## src/rtl/ffd_pkg.sv

```systemverilog
// Shared constants and helpers for the ffd_pipe register pipeline.
package ffd_pkg;

  localparam int FFD_WIDTH_DEFAULT = 8;
  localparam int FFD_DEPTH_DEFAULT = 4;

  function automatic int clog2(input int value);
    int result;
    result = 0;
    while ((1 << result) < value) begin
      result++;
    end
    return result;
  endfunction

endpackage

```

## src/rtl/ffd_pipe_stage.sv

```systemverilog
// One pipeline stage: a data register and a valid bit. The stage loads from
// upstream only when its advance enable is high.
module ffd_pipe_stage #(
  parameter int WIDTH = 8,
  parameter logic [WIDTH-1:0] RESET_VALUE = '0
) (
  input  logic             clk,
  input  logic             reset,
  input  logic             flush,
  input  logic             adv,
  input  logic [WIDTH-1:0] upData,
  input  logic             upValid,
  output logic [WIDTH-1:0] data_q,
  output logic             valid_q
);

  // Data is written only for a valid upstream word, so a bubble that moves in
  // leaves the old data in place and only the valid bit drops.
  always_ff @(posedge clk or posedge reset) begin
    if (reset) begin
      valid_q <= 1'b0;
      data_q  <= RESET_VALUE;
    end else if (flush) begin
      valid_q <= 1'b0;
      data_q  <= RESET_VALUE;
    end else if (adv) begin
      valid_q <= upValid;
      if (upValid) begin
        data_q <= upData;
      end
    end
  end

endmodule

```

## src/rtl/ffd_pipe.sv

```systemverilog
// WIDTH x DEPTH stallable register pipeline with valid/ready handshakes,
// bubble collapsing, synchronous flush and a registered occupancy count.
module ffd_pipe
  import ffd_pkg::*;
#(
  parameter int WIDTH = FFD_WIDTH_DEFAULT,
  parameter int DEPTH = FFD_DEPTH_DEFAULT,
  parameter logic [WIDTH-1:0] RESET_VALUE = '0
) (
  input  logic                       clk,
  input  logic                       reset,
  input  logic                       flush,
  input  logic [WIDTH-1:0]           in_data,
  input  logic                       in_valid,
  output logic                       in_ready,
  output logic [WIDTH-1:0]           out_data,
  output logic                       out_valid,
  input  logic                       out_ready,
  output logic [clog2(DEPTH+1)-1:0]  count
);

  localparam int CW = clog2(DEPTH + 1);

  if (DEPTH < 1) begin : gDepthCheck
    $error("ffd_pipe: DEPTH must be at least 1");
  end

  logic [WIDTH-1:0] stageData_q [DEPTH];
  logic [DEPTH-1:0] stageValid_q;
  logic [DEPTH-1:0] adv;
  logic             inXfer;
  logic             outXfer;
  logic [CW-1:0]    count_d;
  logic [CW-1:0]    count_q;

  // A stage advances unless it and every stage downstream of it is full while
  // the output is stalled; the running AND avoids a self-referencing chain.
  always_comb begin
    logic fullToEnd;
    fullToEnd = 1'b1;
    adv       = '0;
    for (int i = DEPTH - 1; i >= 0; i--) begin
      fullToEnd = fullToEnd & stageValid_q[i];
      adv[i]    = out_ready | ~fullToEnd;
    end
  end

  for (genvar i = 0; i < DEPTH; i++) begin : gStage
    if (i == 0) begin : gFirst
      ffd_pipe_stage #(
        .WIDTH      (WIDTH),
        .RESET_VALUE(RESET_VALUE)
      ) uStage (
        .clk    (clk),
        .reset  (reset),
        .flush  (flush),
        .adv    (adv[i]),
        .upData (in_data),
        .upValid(in_valid),
        .data_q (stageData_q[i]),
        .valid_q(stageValid_q[i])
      );
    end else begin : gRest
      ffd_pipe_stage #(
        .WIDTH      (WIDTH),
        .RESET_VALUE(RESET_VALUE)
      ) uStage (
        .clk    (clk),
        .reset  (reset),
        .flush  (flush),
        .adv    (adv[i]),
        .upData (stageData_q[i-1]),
        .upValid(stageValid_q[i-1]),
        .data_q (stageData_q[i]),
        .valid_q(stageValid_q[i])
      );
    end
  end

  assign in_ready  = adv[0] & ~flush;
  assign out_valid = stageValid_q[DEPTH-1];
  assign out_data  = stageData_q[DEPTH-1];
  assign inXfer    = in_valid & in_ready;
  assign outXfer   = out_valid & out_ready;
  assign count_d   = count_q + CW'(inXfer) - CW'(outXfer);

  // Flush takes priority, so an output presented during flush is never counted.
  always_ff @(posedge clk or posedge reset) begin
    if (reset) begin
      count_q <= '0;
    end else if (flush) begin
      count_q <= '0;
    end else begin
      count_q <= count_d;
    end
  end

  assign count = count_q;

endmodule

```

## config.mk

```make
export PLATFORM = sky130hd
export DESIGN_NAME = ffd_pipe
export DESIGN_NICKNAME = d
export VERILOG_FILES = /design/src/rtl/ffd_pkg.sv /design/src/rtl/ffd_pipe_stage.sv /design/src/rtl/ffd_pipe.sv
export SDC_FILE = /design/constraint.sdc
export NUM_CORES = 1
export LEC_CHECK = 0
export BUFFER_PORTS_ARGS = -buffer_cell sky130_fd_sc_hd__buf_4
export CELL_PAD_IN_SITES_DETAIL_PLACEMENT = 2
export CELL_PAD_IN_SITES_GLOBAL_PLACEMENT = 2
export CORE_ASPECT_RATIO = 0.6
export CORE_MARGIN = 8
export CORE_UTILIZATION = 33
export CTS_CLUSTER_DIAMETER = 150
export DETAILED_ROUTE_END_ITERATION = 7
export GPL_ROUTABILITY_DRIVEN = 0
export GPL_TIMING_DRIVEN = 0
export HOLD_SLACK_MARGIN = 0.02
export PLACE_DENSITY = 0.8
export SLEW_MARGIN = 20
export SYNTH_ARGS = -nofsm -noshare
export SYNTH_HDL_FRONTEND = slang
export SYNTH_SLANG_ARGS = --single-unit
```

## constraint.sdc

```tcl
create_clock -name clk -period 2 [get_ports clk]
set_input_delay 0.2 -clock clk [delete_from_list [all_inputs] [get_ports clk]]
set_output_delay 0.2 -clock clk [all_outputs]
set_load 0.01 [all_outputs]
```

==> results.ini <==
[floorplanning]
boundaryPins=26
coreArea_sq_um=5650
rows=21
die_x_um=115
die-area_sq_um=8720
initial_core_util_pct=34.6
die_h_um=75.6

[grt]
grt_util_all_layers_pct=14.4
grt_antenna_before_repair=0
grt_pass1_vias=1790
grt_max_degree=30
grt-ovfl-total=0
grt_first_pass_wirelength_um=9570

[synth]
synth_cells=183
synth-xor-area-share_pct=0.897
ys_types=31
synthMuxAreaShare_pct=4.68
syn_avg_cell_area_sq_um=10.7
yosysSeqAreaShare_pct=50.0
netlist_area_sq_um=1950
yosys_warnings=0
yosys.area_share.simple_pct=20.6
syn_nets=199
synth-seq-cells=39
synth_compound_area_share_pct=15.8
synth_fa_ha_area_share_pct=2.31
synth_top_family_by_area=simple AND/OR/NAND/NOR gates

[pwr]
max-vdd-ir-drop_mv=0.317
power-per-cell-area_nw_per_um2=712
p_leak_nw=1.09

[cells_and_area]
register_area_sq_um=976
drive_gt1_share_pct=28.4
fill_cells=604
final_common_cell=dfrtp_1
area_growth_pct=26.8
antenna_cells=0
final_cells=302
nets=237
multi_input_comb_area_sq_um=916
mostFrequentLayoutCells=dfrtp_1, buf_4, nand2b_1

[status]
status=finished with violations
violations=setup timing

[timing]
fin_crit_sh_pct=103
worst_slack_ps=-53.4
relSlewSlack_pct=58.0
maxSlewViolCount=0
finalHoldViolations=0
setup_viol=2
skew_ps=9.82
fin_setup_tns_ps=-105
min_period_ps=2050
worst_slew_pin_slew_ps=630
rsz0062_at_grt=true
fmax_mhz=487

[setup_path]
cp-endpoint=count[2]
r2r_cells=10
timing.rr.end=count[2]
crit_type=flip-flop to flip-flop
worstPathMaxFanout=3
arrival_ps=2240
crit_path_start=gStage[1].gRest.uStage.valid_q
worstPathRequired_ps=2180
cp-end-kind=flip-flop
r2r_slack_ps=-50
r2r-start=gStage[1].gRest.uStage.valid_q
startpoint_type=flip-flop

[placed_design]
placedCellCount=287
dp_hpwl_um=4120
port_buffers=23

[hold_path]
hp-class=input pin to flip-flop

[clock_network]
root_buffer=clkbuf_8
clk_latency_ps=300
cts_tree=yes
path_clk_slew_ps=90
htreeDepth=2
cts_sinks=39
clockBufferDepth=2
cts_buffers=5

[detailed_routing]
num_vias=1571
first_pass_iters=4
route.detailed.drc=0
via_per_inst=5.20
dr.first_iter.drc_count=68
wirelength_um=5770
ant_nets=0
wl_per_cell_um=19.1

[job]
maxCapViolations=0

==> worst max-delay path, stage by stage, from the launching register on <==
cell and delay [ps]:
dfrtp_1 380, and4b_2 290, a21oi_4 170, nand2_2 90, ha_4 260, inv_4 50, ha_4 120, inv_2 30
fa_2 340, xnor2_2 150, nor2_1 60
==> worst min-delay path by stage <==
stage | from | endpoint | slack, ps | depth (start not counted)
after global placement | in_data[0] | gStage[0].gFirst.uStage.data_q[0] | 480 | 3
after floorplan | in_data[0] | gStage[0].gFirst.uStage.data_q[0] | 370 | 2
after detailed placement | reset | gStage[1].gRest.uStage.data_q[2] | 160 | 2
after global routing | in_data[0] | gStage[0].gFirst.uStage.data_q[0] | 210 | 3
after CTS | in_data[1] | gStage[0].gFirst.uStage.data_q[1] | 200 | 3
final | in_data[1] | gStage[0].gFirst.uStage.data_q[1] | 200 | 3
==> what timing repair did <==
item | 4_1_cts | 5_1_grt
endpoints found under the hold margin | 10 | 0
buffers inserted | 5 | 3
endpoints found under the setup margin | 2 | 2
resized for setup | 2 | 9
pin swaps | 1 | 6
hold buffers | 1 | 0
==> flip-flops by register name (all words and copies together) (netlist names) <==
signal and cells:
gStage.gFirst.uStage.valid_q 1, count 3, gStage.gRest.uStage.data_q 24, gStage.gRest.uStage.valid_q 3, gStage.gFirst.uStage.data_q 8
==> Yosys cell counts <==
library cell,n,share of area (%)
buf_2,7,1.8
ha_1,2,1.3
nand2_1,8,1.5
buf_6,2,1.2
o32a_1,7,3.6
o211ai_1,8,3.1
fa_1,1,1.0
inv_1,5,0.96
nor2_1,6,1.2
nand2b_1,17,5.4
mux2_2,1,0.58
a21oi_1,12,3.1
nand4b_1,7,3.1
a22o_1,8,3.6
nor2b_1,2,0.64
dfrtp_1,39,50
and2_1,1,0.32
and2b_1,1,0.38
a21oi_2,1,0.45
xnor2_1,1,0.45
mux2i_1,8,4.1
clkbuf_1,6,1.2
buf_4,1,0.38
xor2_1,1,0.45
nand3b_1,10,3.8
nand3_1,9,2.3
and4b_1,1,0.51
nand2b_4,1,0.70
nor3b_2,1,0.64
clkbuf_2,1,0.26
o21ai_0,8,2.1
==> cell type report <==
type / instances / share of cell area [%]
Clock inverter: 2 / 1.41
Sequential cell: 39 / 39.4
Tap cell: 80 / 4.04
Clock buffer: 6 / 3.34
Buffer: 15 / 3.34
Inverter: 5 / 0.859
Multi-Input combinational cell: 122 / 37.0
Timing Repair Buffer: 33 / 10.6
==> power breakdown <==
group / internal, mW / switching, mW
clock: 0.404 / 0.294
sequential: 0.819 / 0.0233
combinational: 0.103 / 0.121
total: 1.33 / 0.438
==> metal layers <==
metal | up-vias | wire length (um) | GRT usage [%]
li1 | 731 | - | -
met1 | 816 | 2810 | 19.4
met2 | 19 | 2740 | 22.9
met3 | 5 | 183 | 3.72
met4 | 0 | 35 | 3.03
met5 | - | 0 | 0
==> cells by family (layout without fill, tap and decap cells) <==
| logic type | Yosys count | count (layout) |
|---|---|---|
| AND/OR/NAND/NOR | 64 | 64 |
| AO/OA/AOI/OAI | 44 | 44 |
| flip-flops | 39 | 39 |
| buffers and inverters | 22 | 61 |
| multiplexers | 9 | 9 |
| adder cells (fa/ha/maj) | 3 | 3 |
| XOR/XNOR | 2 | 2 |
==> stage by stage <==
stage	setup slack (ps)	hold WS, ps	utilization [%]	total power [mW]	cell area [sq um]
after global routing	-101	209	43.8	1.84	2480
after floorplan	-111	367	-	0.978	1970
after detailed placement	-264	159	40.0	1.06	2260
after global placement	-198	478	39.7	1.05	2240
after CTS	-127	197	42.9	1.77	2430
final	-53.4	202	43.8	1.76	2480
Note: power is estimated with default switching activity, not from simulation.
